$ cat config.mk
export PLATFORM = sky130hd
export DESIGN_NAME = output_fifo_8to16
export DESIGN_NICKNAME = d
export VERILOG_FILES = /design/src/rtl/output_fifo_8to16.sv
export SDC_FILE = /design/constraint.sdc
export NUM_CORES = 1
export LEC_CHECK = 0
export BUFFER_PORTS_ARGS = -buffer_cell sky130_fd_sc_hd__buf_2
export CORE_ASPECT_RATIO = 0.9
export CORE_MARGIN = 8
export CORE_UTILIZATION = 48
export DETAILED_ROUTE_END_ITERATION = 8
export GPL_ROUTABILITY_DRIVEN = 0
export HOLD_SLACK_MARGIN = 0.1
export PLACE_DENSITY_LB_ADDON = 0.05
export SLEW_MARGIN = 20
export SYNTH_ARGS = -nofsm -noshare
export SYNTH_HDL_FRONTEND = slang
export SYNTH_SLANG_ARGS = --single-unit
export TNS_END_PERCENT = 30
$ cat constraint.sdc
create_clock -name clk -period 6.3 [get_ports clk]
set_input_delay 0.315 -clock clk [delete_from_list [all_inputs] [get_ports clk]]
set_output_delay 0.315 -clock clk [all_outputs]
set_load 0.005 [all_outputs]
$ cat src/rtl/output_fifo_8to16.sv
// Byte-to-word upconverting output FIFO: packs byte pairs into 16-bit words
// held in a small circular buffer and presents the head word first-word-fall-through.
module output_fifo_8to16 #(
  parameter int unsigned DEPTH_LOG2        = 5,
  parameter int unsigned PROG_EMPTY_THRESH = 4,
  parameter logic [7:0]  PAD_BYTE          = 8'h00
) (
  input  logic                  clk,
  input  logic                  rst,
  input  logic [7:0]            din,
  input  logic                  wr_en,
  output logic                  full,
  input  logic                  flush,
  output logic [15:0]           dout,
  input  logic                  rd_en,
  output logic                  empty,
  output logic                  prog_empty,
  output logic [DEPTH_LOG2:0]   count
);

  localparam int unsigned DEPTH = 1 << DEPTH_LOG2;
  localparam logic [DEPTH_LOG2:0]   CNT_FULL = (DEPTH_LOG2 + 1)'(DEPTH);
  localparam logic [DEPTH_LOG2:0]   CNT_PE   = (DEPTH_LOG2 + 1)'(PROG_EMPTY_THRESH);
  localparam logic [DEPTH_LOG2:0]   CNT_ONE  = (DEPTH_LOG2 + 1)'(1);
  localparam logic [DEPTH_LOG2-1:0] PTR_ONE  = DEPTH_LOG2'(1);

  logic [15:0] mem [DEPTH];

  logic [7:0]            hold_byte_q, hold_byte_d;
  logic                  hold_valid_q, hold_valid_d;
  logic                  flush_pend_q, flush_pend_d;
  logic [DEPTH_LOG2-1:0] wr_ptr_q, wr_ptr_d;
  logic [DEPTH_LOG2-1:0] rd_ptr_q, rd_ptr_d;
  logic [DEPTH_LOG2:0]   count_q, count_d;

  logic        ram_full;
  logic        wr_acc;
  logic        rd_acc;
  logic        mem_we;
  logic [15:0] mem_wdata;

  // A pending flush keeps full asserted until the padded word is committed.
  assign ram_full   = (count_q == CNT_FULL);
  assign full       = hold_valid_q & (ram_full | flush_pend_q);
  assign empty      = (count_q == '0);
  assign prog_empty = (count_q <= CNT_PE);
  assign count      = count_q;
  assign dout       = empty ? '0 : mem[rd_ptr_q];

  assign wr_acc = wr_en & ~full;
  assign rd_acc = rd_en & ~empty;

  always_comb begin
    hold_byte_d  = hold_byte_q;
    hold_valid_d = hold_valid_q;
    flush_pend_d = flush_pend_q;
    mem_we       = 1'b0;
    mem_wdata    = '0;

    if (flush_pend_q && !ram_full) begin
      mem_we       = 1'b1;
      mem_wdata    = {hold_byte_q, PAD_BYTE};
      hold_valid_d = 1'b0;
      flush_pend_d = 1'b0;
    end else if (wr_acc) begin
      if (hold_valid_q) begin
        mem_we       = 1'b1;
        mem_wdata    = {hold_byte_q, din};
        hold_valid_d = 1'b0;
      end else if (flush && !ram_full) begin
        mem_we    = 1'b1;
        mem_wdata = {din, PAD_BYTE};
      end else begin
        // A flushed byte arriving with the RAM full is parked and padded later.
        hold_byte_d  = din;
        hold_valid_d = 1'b1;
        flush_pend_d = flush;
      end
    end else if (flush && hold_valid_q) begin
      if (ram_full) begin
        flush_pend_d = 1'b1;
      end else begin
        mem_we       = 1'b1;
        mem_wdata    = {hold_byte_q, PAD_BYTE};
        hold_valid_d = 1'b0;
      end
    end
  end

  always_comb begin
    wr_ptr_d = mem_we ? wr_ptr_q + PTR_ONE : wr_ptr_q;
    rd_ptr_d = rd_acc ? rd_ptr_q + PTR_ONE : rd_ptr_q;
    count_d  = count_q;
    if (mem_we && !rd_acc) begin
      count_d = count_q + CNT_ONE;
    end else if (!mem_we && rd_acc) begin
      count_d = count_q - CNT_ONE;
    end
  end

  always_ff @(posedge clk or posedge rst) begin
    if (rst) begin
      hold_byte_q  <= '0;
      hold_valid_q <= 1'b0;
      flush_pend_q <= 1'b0;
      wr_ptr_q     <= '0;
      rd_ptr_q     <= '0;
      count_q      <= '0;
    end else begin
      hold_byte_q  <= hold_byte_d;
      hold_valid_q <= hold_valid_d;
      flush_pend_q <= flush_pend_d;
      wr_ptr_q     <= wr_ptr_d;
      rd_ptr_q     <= rd_ptr_d;
      count_q      <= count_d;
    end
  end

  always_ff @(posedge clk) begin
    if (mem_we) begin
      mem[wr_ptr_q] <= mem_wdata;
    end
  end

endmodule

==> impl_metrics.yaml <==
status:
  status: "finished clean"
setup_path:
  required_ns: 5.98
  reg2reg_to: "count[5]"
  crit_chain: "buf_12, buf_4, mux4_2, a22o_1, a2111oi_0, nor4_1, buf_2"
  crit_fanout: 48
  max_stage_delay_ns: 0.84
  path_delay_family: "buffers and inverters"
  crit_arrival_ns: 3.93
  cp.buffers_inverters: 3
  crit_path_end_kind: "output port"
  rr_startpoint: "hold_valid_q"
  reg2regPathDepth: 9
  critical_path_class: "reg2out"
  reg2reg_slack_ns: 2.87
  cp-start-kind: "flip-flop"
  crit_slowest_cell: "dfrtp_4"
global_routing:
  overflow: 0
  grt_pass1_vias: 10600
  antenna_found_initial: 2
  gr-usage-all-layers_pct: 19.5
  grt_max_degree: 49
  grt_pass1_wl_um: 73600
logic_synthesis:
  async_flop_share_pct: 4.83
  synth_cell_type_count: 55
  synth_area_um2: 21400
  ys_ff_latch: 538
  syn-num-nets: 1074
  ys.flop_type: "edfxtp_1"
  syn_area_per_cell_um2: 20.3
  synth_edf_count: 512
  syn_inst: 1050
  yosys_warnings: 0
  ys_seq_area_share_pct: 75.0
sta:
  post-route-period-util_pct: 67.4
  relSlewSlack_pct: 29.1
  max_clock_freq_mhz: 235
  fin_tns_setup_ns: 0
  finalHoldViolCount: 0
  rsz0062_at_grt: "false"
  hold_slack_ns: 0.169
  setup_ws_ns: 2.05
  tightestPinTransition_ns: 1.04
  maxSlewViolCount: 0
  skew_ns: 0.0162
  setup_violations: 0
  fin_crit_ns: 4.25
finish:
  n_antenna_cell: 0
  fin_util_pct: 54.9
  nets: 1178
  drive_above_1_share_pct: 27.0
  area_delta_synth_final_pct: 13.2
clock_tree:
  root_buffer: "clkbuf_16"
  insertion_delay_ns: 0.60
  clockBufferDepth: 3
  clk_pin_slew_ns: 0.06
  htree_levels: 2
  post_cts_buffers: 0
  clkSinkCount: 538
  cts_tree: "done"
  cts_buffers: 53
power_and_ir_drop:
  vdd_drop_max_mv: 0.243
  cellPowerDensity_nw_per_um2: 447
  p_leak_nw: 7.96
  p_total_mw: 10.8
route:
  initialDrtViolationCount: 873
  wl_per_cell_um: 27.9
  drcViolationCount: 0
  drt-vias-per-instance: 5.87
  vias: 10600
  antenna_left: 0
  drt-pass1-iter-count: 5
  wl_um: 50200
run:
  cap_violations: 0
die:
  die_area_um2: 51500
  placementRows: 73
  start_util_pct: 48.5
  design.core.area_um2: 44000
  io_pins: 38
  chipWidth_um: 238
  die_h_um: 216
place:
  port_buffers: 37
  pre_cts_ws_ns: 2.61
  dpl.hpwl_um: 29800
worst_hold_path:
  hold_depth: 3
  min_to: "hold_valid_q"
  hold_path_class: "in2reg"
  hold_start: "wr_en"
[where the power goes]
group	switching, mW	internal, mW	leakage (nW)
combinational	1.93	1.38	2.16
sequential	0.230	4.39	5.02
clock	1.33	1.56	0.769
total	3.49	7.33	7.96
[per-stage QoR]
stage          cells  area (um2)
3_5_place_dp    1688       22500
4_1_cts         1798       24200
3_3_place_gp    1688       22500
5_1_grt         1798       24200
2_1_floorplan   1050       21400
6_report        1798       24200
[what timing repair did]
action / 4_1_cts / 5_1_grt
hold buffers: 11 / 0
gates resized for setup: 0 / 0
hold endpoints to repair: 37 / 0
[worst max-delay path by stage]
stage                 from          to  slack (ns)  cells past startpoint
4_1_cts        rd_ptr_q[0]    dout[13]        1.97                      7
2_1_floorplan     count[0]  mem[0][10]        3.59                      4
6_report       rd_ptr_q[0]    dout[13]        2.05                      7
3_5_place_dp   rd_ptr_q[0]    dout[13]        2.61                      7
5_1_grt        rd_ptr_q[0]    dout[13]        1.77                      7
3_3_place_gp   rd_ptr_q[0]     dout[4]        2.68                      6
[worst reg2reg max path: cells and delay by family, from the launching register on]
kind	cells	cell delay (ns)
adder cells (fa/ha/maj)	3	0.99
buffers and inverters	1	0.14
flip-flops	1	0.69
AND/OR/NAND/NOR	1	0.21
XOR/XNOR	1	0.16
AO/OA/AOI/OAI	3	1.13
[cell families (layout without fill, tap and decap cells)]
family,count (synthesis),after routing,share of synthesized area (%)
flops,538,538,75.0
fa+ha+maj,12,12,0.726
buf+inv,64,212,1.83
xor+xnor,12,12,0.492
mux,168,168,14.3
simple gates,124,124,3.06
compound gates,132,132,4.52
[area by class of cell]
cell class / count / area, um2
fillers: 3409 / 19800
flip-flops and latches: 538 / 16000
multi-input cells: 448 / 5050
clock buffers: 64 / 1380
repair buffers: 107 / 763
well taps: 600 / 751
clock inverters: 35 / 190
inverters: 6 / 22.5
[cell usage in the layout, fill, tap and decap left out, types with 6 or more instances in the layout]
cell type      count
nor2b_1           10
ha_1              10
a21oi_2            9
a2111oi_0         10
buf_2             37
dlygate4sd3_1     11
nor4_1             6
clkinv_2          14
nor2_1            20
clkbuf_1          10
a21oi_1           10
clkinv_1          15
clkbuf_16         53
dfrtp_1           23
edfxtp_1         512
mux4_2            92
nor2_2            19
o22ai_1           19
buf_4             57
nand2_1           18
a22o_1            15
a211oi_1          14
mux4_1            13
a22oi_1            9
a2111oi_1          6
mux2_2            16
o221ai_1           8
mux2i_1           47
xnor2_1            9
o21ai_0           12
and2_1             7
inv_1              6
nand4b_1           8
[layer usage]
layer / vias up / GRT usage [%] / wire length (um)
li1: 4600 / - / -
met1: 5612 / 28.5 / 23000
met2: 276 / 30.2 / 23300
met3: 66 / 3.46 / 2770
met4: 2 / 5.48 / 1040
met5: - / 0 / 13
[registers in the layout, summed over array words and instances (netlist names)]
register	count
mem	512
hold_byte_q	8
count	6
rd_ptr_q	5
wr_ptr_q	5
flush_pend_q	1
hold_valid_q	1
[synthesized netlist by cell type, types with 4 or more instances]
library cell    n  area share, %
nor2_1         41           0.72
xnor2_1         9           0.37
a211oi_1       14           0.49
a21oi_1        18           0.42
nand4b_1        8           0.33
a22o_1         15           0.62
o22ai_1        19           0.56
o21a_1          5           0.18
mux2_2         16           0.84
and2_1         10           0.29
a2111oi_0      10           0.41
nor4_1          6           0.18
o221ai_1        8           0.33
buf_2          13           0.30
mux2i_1        47            2.2
nand3b_1        5           0.18
buf_6          10           0.53
a2111oi_1       6           0.28
nor2b_1        12           0.35
a22oi_1         9           0.32
clkbuf_1       26           0.46
mux4_1         13            1.6
inv_1           6           0.11
o21ai_0        12           0.28
mux4_2         92            9.7
edfxtp_1      512             72
ha_1           10           0.59
nand2_1        18           0.32
dfrtp_1        26            3.0
nand3_1         4          0.094
buf_4           4           0.14
nor3_1          5           0.12
(Power assumes the default switching activity.)
